## src/rtl/snow64_mem_req_scheduler_pkg.sv

```systemverilog
// ---------------------------------------------------------------------------
// snow64_mem_req_scheduler_pkg
//
// Purpose: shared widths, FSM state encodings, requester identifiers and the
// partial port structs used by the memory request scheduler and its arbiter.
//
// Contents:
//   AddrWidth / LarDataWidth   - address and LAR data widths
//   MemAccTypRead / Write      - out_mem_access.mem_acc_type encodings
//   StIdle / StWaitMem         - scheduler FSM state encodings
//   Requester                  - requester identifiers (also slot indices)
//   PartialPort*               - packed request/response port structs
//   nextRequester()            - round-robin successor helper
//   sameLine()                 - 32-byte line address comparison
// ---------------------------------------------------------------------------
package snow64_mem_req_scheduler_pkg;

    localparam int AddrWidth     = 64;
    localparam int LarDataWidth  = 256;
    localparam int NumRequesters = 3;

    localparam logic MemAccTypRead  = 1'b0;
    localparam logic MemAccTypWrite = 1'b1;

    localparam logic [0:0] StIdle    = 1'b0;
    localparam logic [0:0] StWaitMem = 1'b1;

    // The encoding doubles as the slot index inside the scheduler.
    typedef enum logic [1:0] {
        ReqInstr  = 2'd0,
        ReqRdData = 2'd1,
        ReqWrData = 2'd2
    } Requester;

    typedef struct packed {
        logic                 req;
        logic [AddrWidth-1:0] addr;
    } PartialPortIn_ReqRead;

    typedef struct packed {
        logic                    req;
        logic [AddrWidth-1:0]    addr;
        logic [LarDataWidth-1:0] data;
    } PartialPortIn_ReqWrite;

    typedef struct packed {
        logic                    valid;
        logic [LarDataWidth-1:0] data;
    } PartialPortIn_MemAccess;

    typedef struct packed {
        logic                    valid;
        logic                    cmd_accepted;
        logic [LarDataWidth-1:0] data;
    } PartialPortOut_ReqRead;

    typedef struct packed {
        logic valid;
        logic cmd_accepted;
    } PartialPortOut_ReqWrite;

    typedef struct packed {
        logic                    req;
        logic [AddrWidth-1:0]    addr;
        logic [LarDataWidth-1:0] data;
        logic                    mem_acc_type;
    } PartialPortOut_MemAccess;

    function automatic Requester nextRequester(input Requester r);
        case (r)
            ReqInstr:  return ReqRdData;
            ReqRdData: return ReqWrData;
            default:   return ReqInstr;
        endcase
    endfunction

    // Two addresses hit the same 32-byte LAR line when bits [63:5] agree.
    function automatic logic sameLine(input logic [AddrWidth-1:0] a,
                                      input logic [AddrWidth-1:0] b);
        return a[AddrWidth-1:5] == b[AddrWidth-1:5];
    endfunction

endpackage

```

## src/rtl/snow64_mem_req_arbiter.sv

```systemverilog
// ---------------------------------------------------------------------------
// snow64_mem_req_arbiter
//
// Purpose: purely combinational choice of the next slot to grant among the
// eligible slots.
//
// Configuration macro: SNOW64_MEM_REQ_SCHEDULER_ROUND_ROBIN_EN
//   defined   - round-robin in the order read_instr, read_data, write_data,
//               starting the search at ptr_i
//   undefined - fixed priority write_data > read_data > read_instr, and the
//               pointer port does not exist
//
// Ports:
//   eligible_i     in  3  one bit per Requester index, 1 = may be granted
//   ptr_i          in  2  round-robin start point (round-robin build only)
//   grant_valid_o  out 1  at least one slot is eligible
//   grant_o        out 2  chosen requester (ReqInstr when nothing eligible)
// ---------------------------------------------------------------------------
module snow64_mem_req_arbiter
    import snow64_mem_req_scheduler_pkg::*;
(
    input  logic [NumRequesters-1:0] eligible_i,
`ifdef SNOW64_MEM_REQ_SCHEDULER_ROUND_ROBIN_EN
    input  Requester                 ptr_i,
`endif
    output logic                     grant_valid_o,
    output Requester                 grant_o
);

    always_comb begin
        grant_valid_o = |eligible_i;
        grant_o       = ReqInstr;
`ifdef SNOW64_MEM_REQ_SCHEDULER_ROUND_ROBIN_EN
        // Search the eligible vector circularly, beginning at the pointer.
        case (ptr_i)
            ReqRdData: begin
                if      (eligible_i[ReqRdData]) grant_o = ReqRdData;
                else if (eligible_i[ReqWrData]) grant_o = ReqWrData;
                else if (eligible_i[ReqInstr])  grant_o = ReqInstr;
            end
            ReqWrData: begin
                if      (eligible_i[ReqWrData]) grant_o = ReqWrData;
                else if (eligible_i[ReqInstr])  grant_o = ReqInstr;
                else if (eligible_i[ReqRdData]) grant_o = ReqRdData;
            end
            default: begin
                if      (eligible_i[ReqInstr])  grant_o = ReqInstr;
                else if (eligible_i[ReqRdData]) grant_o = ReqRdData;
                else if (eligible_i[ReqWrData]) grant_o = ReqWrData;
            end
        endcase
`else
        if      (eligible_i[ReqWrData]) grant_o = ReqWrData;
        else if (eligible_i[ReqRdData]) grant_o = ReqRdData;
        else if (eligible_i[ReqInstr])  grant_o = ReqInstr;
`endif
    end

endmodule

```

## src/rtl/snow64_mem_req_scheduler.sv

```systemverilog
// ---------------------------------------------------------------------------
// snow64_mem_req_scheduler
//
// Purpose: shares the single external memory port among three requesters
// (instruction read, data read, data write). Each requester owns a one-entry
// slot; one occupied, eligible slot at a time is granted and its memory
// transaction is run to completion before the next grant.
//
// Configuration macro: SNOW64_MEM_REQ_SCHEDULER_ROUND_ROBIN_EN
//   defined   - round-robin arbitration with a pointer register
//   undefined - fixed priority write > read_data > read_instr
//
// Ports:
//   clk                 in   1    rising-edge clock
//   rst_n               in   1    synchronous active-low reset
//   in_req_read_instr   in   65   {req, addr}
//   in_req_read_data    in   65   {req, addr}
//   in_req_write_data   in   321  {req, addr, data}
//   in_mem_access       in   257  {valid, data} memory completion
//   out_req_read_instr  out  258  {valid, cmd_accepted, data}
//   out_req_read_data   out  258  {valid, cmd_accepted, data}
//   out_req_write_data  out  2    {valid, cmd_accepted}
//   out_mem_access      out  322  {req, addr, data, mem_acc_type}
// ---------------------------------------------------------------------------
module snow64_mem_req_scheduler
    import snow64_mem_req_scheduler_pkg::*;
(
    input  logic                    clk,
    input  logic                    rst_n,
    input  PartialPortIn_ReqRead    in_req_read_instr,
    input  PartialPortIn_ReqRead    in_req_read_data,
    input  PartialPortIn_ReqWrite   in_req_write_data,
    input  PartialPortIn_MemAccess  in_mem_access,
    output PartialPortOut_ReqRead   out_req_read_instr,
    output PartialPortOut_ReqRead   out_req_read_data,
    output PartialPortOut_ReqWrite  out_req_write_data,
    output PartialPortOut_MemAccess out_mem_access
);

    logic [NumRequesters-1:0] occ_q, occ_d;
    logic [AddrWidth-1:0]     slotAddr_q [NumRequesters];
    logic [AddrWidth-1:0]     slotAddr_d [NumRequesters];
    logic [LarDataWidth-1:0]  wrData_q, wrData_d;
    logic                     rbwInstr_q, rbwInstr_d;
    logic                     rbwData_q, rbwData_d;
    logic [0:0]               state_q, state_d;
    Requester                 grant_q, grant_d;
    logic [LarDataWidth-1:0]  rdData_q, rdData_d;
    logic [NumRequesters-1:0] valid_q, valid_d;
    logic [NumRequesters-1:0] cmdAcc_q;

    logic [NumRequesters-1:0] load;
    logic [NumRequesters-1:0] eligible;
    logic                     memDone;
    logic                     wrStays;
    logic                     hazInstr, hazData;
    logic                     arbValid;
    Requester                 arbGrant;

`ifdef SNOW64_MEM_REQ_SCHEDULER_ROUND_ROBIN_EN
    Requester                 ptr_q, ptr_d;
`endif

    // Slot loading and eligibility. Only the registered occupied bit gates a
    // load, so a slot freeing on this edge still refuses a new request.
    // A read parked behind an older write to the same line must wait for it.
    always_comb begin
        load[ReqInstr]  = in_req_read_instr.req & ~occ_q[ReqInstr];
        load[ReqRdData] = in_req_read_data.req  & ~occ_q[ReqRdData];
        load[ReqWrData] = in_req_write_data.req & ~occ_q[ReqWrData];

        memDone = (state_q == StWaitMem) && in_mem_access.valid;
        wrStays = occ_q[ReqWrData] & ~(memDone && grant_q == ReqWrData);

        hazInstr = rbwInstr_q & occ_q[ReqWrData]
                 & sameLine(slotAddr_q[ReqInstr], slotAddr_q[ReqWrData]);
        hazData  = rbwData_q & occ_q[ReqWrData]
                 & sameLine(slotAddr_q[ReqRdData], slotAddr_q[ReqWrData]);

        eligible = occ_q & ~{1'b0, hazData, hazInstr};
    end

    snow64_mem_req_arbiter u_arbiter (
        .eligible_i    (eligible),
`ifdef SNOW64_MEM_REQ_SCHEDULER_ROUND_ROBIN_EN
        .ptr_i         (ptr_q),
`endif
        .grant_valid_o (arbValid),
        .grant_o       (arbGrant)
    );

    // Next-state logic: completion of the granted transaction, new grants
    // from StIdle, and slot loads. A completing write also clears both
    // read-behind-write flags so a later write cannot block an older read.
    always_comb begin
        occ_d      = occ_q;
        slotAddr_d = slotAddr_q;
        wrData_d   = wrData_q;
        rbwInstr_d = rbwInstr_q;
        rbwData_d  = rbwData_q;
        state_d    = state_q;
        grant_d    = grant_q;
        rdData_d   = rdData_q;
        valid_d    = '0;
`ifdef SNOW64_MEM_REQ_SCHEDULER_ROUND_ROBIN_EN
        ptr_d      = ptr_q;
`endif

        if (memDone) begin
            occ_d[grant_q]   = 1'b0;
            valid_d[grant_q] = 1'b1;
            state_d          = StIdle;
            case (grant_q)
                ReqInstr: begin
                    rdData_d   = in_mem_access.data;
                    rbwInstr_d = 1'b0;
                end
                ReqRdData: begin
                    rdData_d  = in_mem_access.data;
                    rbwData_d = 1'b0;
                end
                default: begin
                    rbwInstr_d = 1'b0;
                    rbwData_d  = 1'b0;
                end
            endcase
        end else if (state_q == StIdle && arbValid) begin
            state_d = StWaitMem;
            grant_d = arbGrant;
`ifdef SNOW64_MEM_REQ_SCHEDULER_ROUND_ROBIN_EN
            ptr_d   = nextRequester(arbGrant);
`endif
        end

        if (load[ReqInstr]) begin
            occ_d[ReqInstr]      = 1'b1;
            slotAddr_d[ReqInstr] = in_req_read_instr.addr;
            rbwInstr_d           = wrStays | load[ReqWrData];
        end
        if (load[ReqRdData]) begin
            occ_d[ReqRdData]      = 1'b1;
            slotAddr_d[ReqRdData] = in_req_read_data.addr;
            rbwData_d             = wrStays | load[ReqWrData];
        end
        if (load[ReqWrData]) begin
            occ_d[ReqWrData]      = 1'b1;
            slotAddr_d[ReqWrData] = in_req_write_data.addr;
            wrData_d              = in_req_write_data.data;
        end
    end

    // State registers; reset abandons any transaction in flight.
    always_ff @(posedge clk) begin
        if (!rst_n) begin
            occ_q      <= '0;
            for (int i = 0; i < NumRequesters; i++) begin
                slotAddr_q[i] <= '0;
            end
            wrData_q   <= '0;
            rbwInstr_q <= 1'b0;
            rbwData_q  <= 1'b0;
            state_q    <= StIdle;
            grant_q    <= ReqInstr;
            rdData_q   <= '0;
            valid_q    <= '0;
            cmdAcc_q   <= '0;
`ifdef SNOW64_MEM_REQ_SCHEDULER_ROUND_ROBIN_EN
            ptr_q      <= ReqInstr;
`endif
        end else begin
            occ_q      <= occ_d;
            slotAddr_q <= slotAddr_d;
            wrData_q   <= wrData_d;
            rbwInstr_q <= rbwInstr_d;
            rbwData_q  <= rbwData_d;
            state_q    <= state_d;
            grant_q    <= grant_d;
            rdData_q   <= rdData_d;
            valid_q    <= valid_d;
            cmdAcc_q   <= load;
`ifdef SNOW64_MEM_REQ_SCHEDULER_ROUND_ROBIN_EN
            ptr_q      <= ptr_d;
`endif
        end
    end

    // Output decode. Read data is only shown alongside its valid pulse, and
    // the memory bus is all zero whenever no request is being presented.
    always_comb begin
        out_req_read_instr              = '0;
        out_req_read_instr.valid        = valid_q[ReqInstr];
        out_req_read_instr.cmd_accepted = cmdAcc_q[ReqInstr];
        out_req_read_instr.data         = valid_q[ReqInstr] ? rdData_q : '0;

        out_req_read_data               = '0;
        out_req_read_data.valid         = valid_q[ReqRdData];
        out_req_read_data.cmd_accepted  = cmdAcc_q[ReqRdData];
        out_req_read_data.data          = valid_q[ReqRdData] ? rdData_q : '0;

        out_req_write_data              = '0;
        out_req_write_data.valid        = valid_q[ReqWrData];
        out_req_write_data.cmd_accepted = cmdAcc_q[ReqWrData];

        out_mem_access = '0;
        if (state_q == StWaitMem) begin
            out_mem_access.req  = 1'b1;
            out_mem_access.addr = slotAddr_q[grant_q];
            if (grant_q == ReqWrData) begin
                out_mem_access.data         = wrData_q;
                out_mem_access.mem_acc_type = MemAccTypWrite;
            end else begin
                out_mem_access.mem_acc_type = MemAccTypRead;
            end
        end
    end

endmodule

```

## config.mk

```make
export PLATFORM = sky130hd
export DESIGN_NAME = snow64_mem_req_scheduler
export DESIGN_NICKNAME = d
export VERILOG_FILES = /design/src/rtl/snow64_mem_req_scheduler_pkg.sv /design/src/rtl/snow64_mem_req_arbiter.sv /design/src/rtl/snow64_mem_req_scheduler.sv
export SDC_FILE = /design/constraint.sdc
export NUM_CORES = 2
export LEC_CHECK = 0
export BUFFER_PORTS_ARGS = -buffer_cell sky130_fd_sc_hd__buf_2
export CORE_AREA = 2 2 600 602
export CTS_CLUSTER_DIAMETER = 50
export DETAILED_ROUTE_END_ITERATION = 7
export DIE_AREA = 0 0 602 604
export PLACE_DENSITY = 0.3
export SYNTH_ARGS = -nofsm -noshare
export SYNTH_HDL_FRONTEND = slang
export SYNTH_SLANG_ARGS = --single-unit
```

## constraint.sdc

```tcl
create_clock -name clk -period 2.6 [get_ports clk]
set_input_delay 0.13 -clock clk [delete_from_list [all_inputs] [get_ports clk]]
set_output_delay 0.13 -clock clk [all_outputs]
set_load 0.01 [all_outputs]
```

==> flow_metrics.env <==
export IMPL_grt_setup_unrepaired="true"
export IMPL_yosys_area_top_type_share_pct=44.84
export IMPL_vias=41492
export IMPL_crit_path_top_delay_cell="dfxtp_4"
export IMPL_antenna_found_initial=99
export IMPL_num_io_pins=1550
export IMPL_die_y_um=604
export IMPL_fin_area_mm2=0.06405
export IMPL_cts_inserted_buffers=160
export IMPL_grtUsageTotal_pct=14.17
export IMPL_htreeDepth=4
export IMPL_cts_root_buf="clkbuf_16"
export IMPL_post_route_drc_count=0
export IMPL_slowest_delay_ns=0.36
export IMPL_path_common_cell="buf_12"
export IMPL_p_int_mw=28.21
export IMPL_synth_async_reset_ratio_pct=0
export IMPL_status="finished clean"
export IMPL_syn_nets=5071
export IMPL_grt_pass1_wl_um=360000
export IMPL_clock_power_share_pct=54.2
export IMPL_final_cell_mix="nand2_1 (1465), buf_2 (1429), dlygate4sd3_1 (1070)"
export IMPL_hold_path_class="in -> reg"
export IMPL_switching_share_pct=28.89
export IMPL_synth_top_cell_by_area="dfxtp_1"
export IMPL_rows=220
export IMPL_post_drt_via_cell_ratio=3.495
export IMPL_yosys_top_cells_area="dfxtp_1 (45%), nand2_1 (17%), and2_1 (11%)"
export IMPL_power_static_leakage_nw=28.26
export IMPL_place_gp_congestion=0.9537
export IMPL_cts_tree="yes"
export IMPL_maxSlewViolCount=0
export IMPL_path_cells="nor2b_4, buf_12, buf_12, buf_12, buf_12, clkbuf_16, and3_1, buf_2"
export IMPL_slew_headroom_pct=47.04
export IMPL_critical_path_top_delay_family="buffers and inverters"
export IMPL_grt_overflow=0
export IMPL_cts_buffer_depth=4
export IMPL_seqPwrFrac_pct=31.1
export IMPL_dpl_hpwl_um=208800
export IMPL_postSynthAreaPerCell_um2=7.341
export IMPL_power_density_mw_per_mm2=619.3
export IMPL_final_min_clock_period_ns=2.599
export IMPL_final_setup_viol_count=0
export IMPL_synth_seq_cells=717
export IMPL_ant_nets=0
export IMPL_cts_clk_slew_worst_paths_ns=0.05
export IMPL_synth_edf_count=0
export IMPL_critical_path_buf_inv_count=6
export IMPL_fin_crit_sh_pct=99.97
export IMPL_grt_pass1_vias=41766
export IMPL_pre_cts_ws_ns=0.3612
export IMPL_critPathArrivalTime_ns=2.47
export IMPL_utilization_pct=17.91
export IMPL_initial_utilization_pct=8.953
export IMPL_yosysSeqAreaShare_pct=44.84
export IMPL_peakVddDrop_uv=446.2
export IMPL_hold_viol=0
export IMPL_fin_ws_ns=0.0007625
export IMPL_p_comb_share_pct=14.8
export IMPL_netlist_area_mm2=0.03201
export IMPL_core_mm2=0.3576
export IMPL_clk_latency_ns=0.85
export IMPL_final_common_cell="nand2_1"
export IMPL_path_max_fanout=8
export IMPL_die_x_um=602
export IMPL_syn_to_final_growth_pct=100.1
export IMPL_tightest_slew_ns=0.7918
export IMPL_wl_per_cell_um=22.90
export IMPL_yosys_warnings=0
export IMPL_maxCapViolCount=0
export IMPL_ys_types=37
export IMPL_ys_flop_type="dfxtp_1"
export IMPL_crit_type="reg -> out"
export IMPL_die_area_mm2=0.3636
export IMPL_synthCells=4361
export IMPL_crit_required_ns=2.47
export IMPL_first_pass_iters=6
export IMPL_post_dp_cell_area_mm2=0.04573
export IMPL_drive_gt1_share_pct=29.41
export IMPL_port_buffers=1549
export IMPL_drtIter0Drc=2519
export IMPL_end_kind="output pin"
export IMPL_cts_sinks=717
export IMPL_grt_start_max_net_pins=105
export IMPL_crit_path_start_kind="flip-flop"
export IMPL_finalWirelength_um=271900
export IMPL_max_freq_ghz=0.3847
export IMPL_layout_nets=7637
export IMPL_switchingPower_mw=11.46
export IMPL_fin_skew_ns=0.1023
cell usage after synthesis, types with 2 or more instances:
master and number:
and3_1 256, nand2b_1 3, mux2i_1 64, nor2b_1 5, clkbuf_1 259, buf_2 97
dfxtp_1 717, nor4_2 2, inv_1 8, a21oi_1 706, inv_2 2, nand3_1 2
nand4_1 8, nor4_1 7, nor2_1 12, o21ai_0 66, xnor2_1 21, nand2_1 1476
and2_1 577, a31oi_1 3, xor2_1 29, o22ai_1 4, buf_1 23
cells by family after synthesis:
logic type / count (synthesis) / share of synthesized area [%]
AO/OA/AOI/OAI: 789 / 12.50
multiplexers: 64 / 2.001
buffers and inverters: 391 / 4.976
XOR/XNOR: 50 / 1.368
flip-flops: 717 / 44.84
AND/OR/NAND/NOR: 2350 / 34.32
tightest hold or removal path: cells and delay by family:
family / cells / cell delay, ns
buffers and inverters: 2 / 0.66
AOI/OAI and AO/OA: 1 / 0.05
and+or+nand+nor: 1 / 0.05
stage by stage:
stage	hold WS, ns	total power [mW]	TNS [ns]	cells
2_1_floorplan	0.2462	14.06	0	4361
3_3_place_gp	0.3700	16.49	0	10415
3_5_place_dp	0.3754	16.51	0	10415
4_1_cts	0.00004963	40.36	-4.219	11807
5_1_grt	0.05204	41.30	-3.721	11847
6_report	0.1019	39.67	0	11872
sequential cells by signal, summed over array words and instances, names as in the netlist:
name        cells
cmdAcc_q        3
grant_q         2
occ_q           3
rbwData_q       1
rdData_q      256
slotAddr_q    192
state_q         1
valid_q         3
wrData_q      256
layer usage:
layer | share of wire [%] | routed length, um | up-vias | track usage (%)
met5 | 0.079 | 214 | - | 0
met4 | 3.2 | 8729 | 34 | 4.298
met3 | 6.8 | 18570 | 363 | 3.643
met2 | 50 | 136100 | 1502 | 25.30
met1 | 40 | 108300 | 20258 | 16.46
li1 | - | - | 19335 | -
repair_timing:
item,CTS,global route
hold buffers,1070,0
setup endpoints to repair,340,177
endpoints found under the hold margin,713,0
cloned,15,6
pin swaps,1,4
resized for setup,194,109
setup buffers,26,7
power groups by stage:
| stage | Sequential (mW) | Clock, mW | Combinational (mW) |
|---|---|---|---|
| after floorplan | 12.1 | 0 | 1.93 |
| after global placement | 12.5 | 0 | 3.95 |
| after detailed placement | 12.6 | 0 | 3.95 |
| after CTS | 12.3 | 22.2 | 5.88 |
| after global routing | 12.4 | 22.6 | 6.34 |
| final | 12.3 | 21.5 | 5.86 |
worst paths after layout:
check / start / end / slack (ns) / cells past startpoint
max: grant_q[1] / out_mem_access[32] / 0.0008 / 8
min: in_req_write_data[58] / wrData_q[58] / 0.10 / 4
max reg2reg: occ_q[2] / slotAddr_q[49] / 0.16 / 6
min reg2reg: wrData_q[109] / wrData_q[109] / 0.45 / 2
final cells by class:
type,instances,area [um2]
tap,4773,5972
fill,40898,293500
inverter,11,48.80
clock inverter,84,1112
clock buffer,197,4405
multi-input combinational,3253,16450
antenna,53,132.6
timing repair buffer,2784,21560
sequential,717,14370
Note: power is estimated with default switching activity, not from simulation.
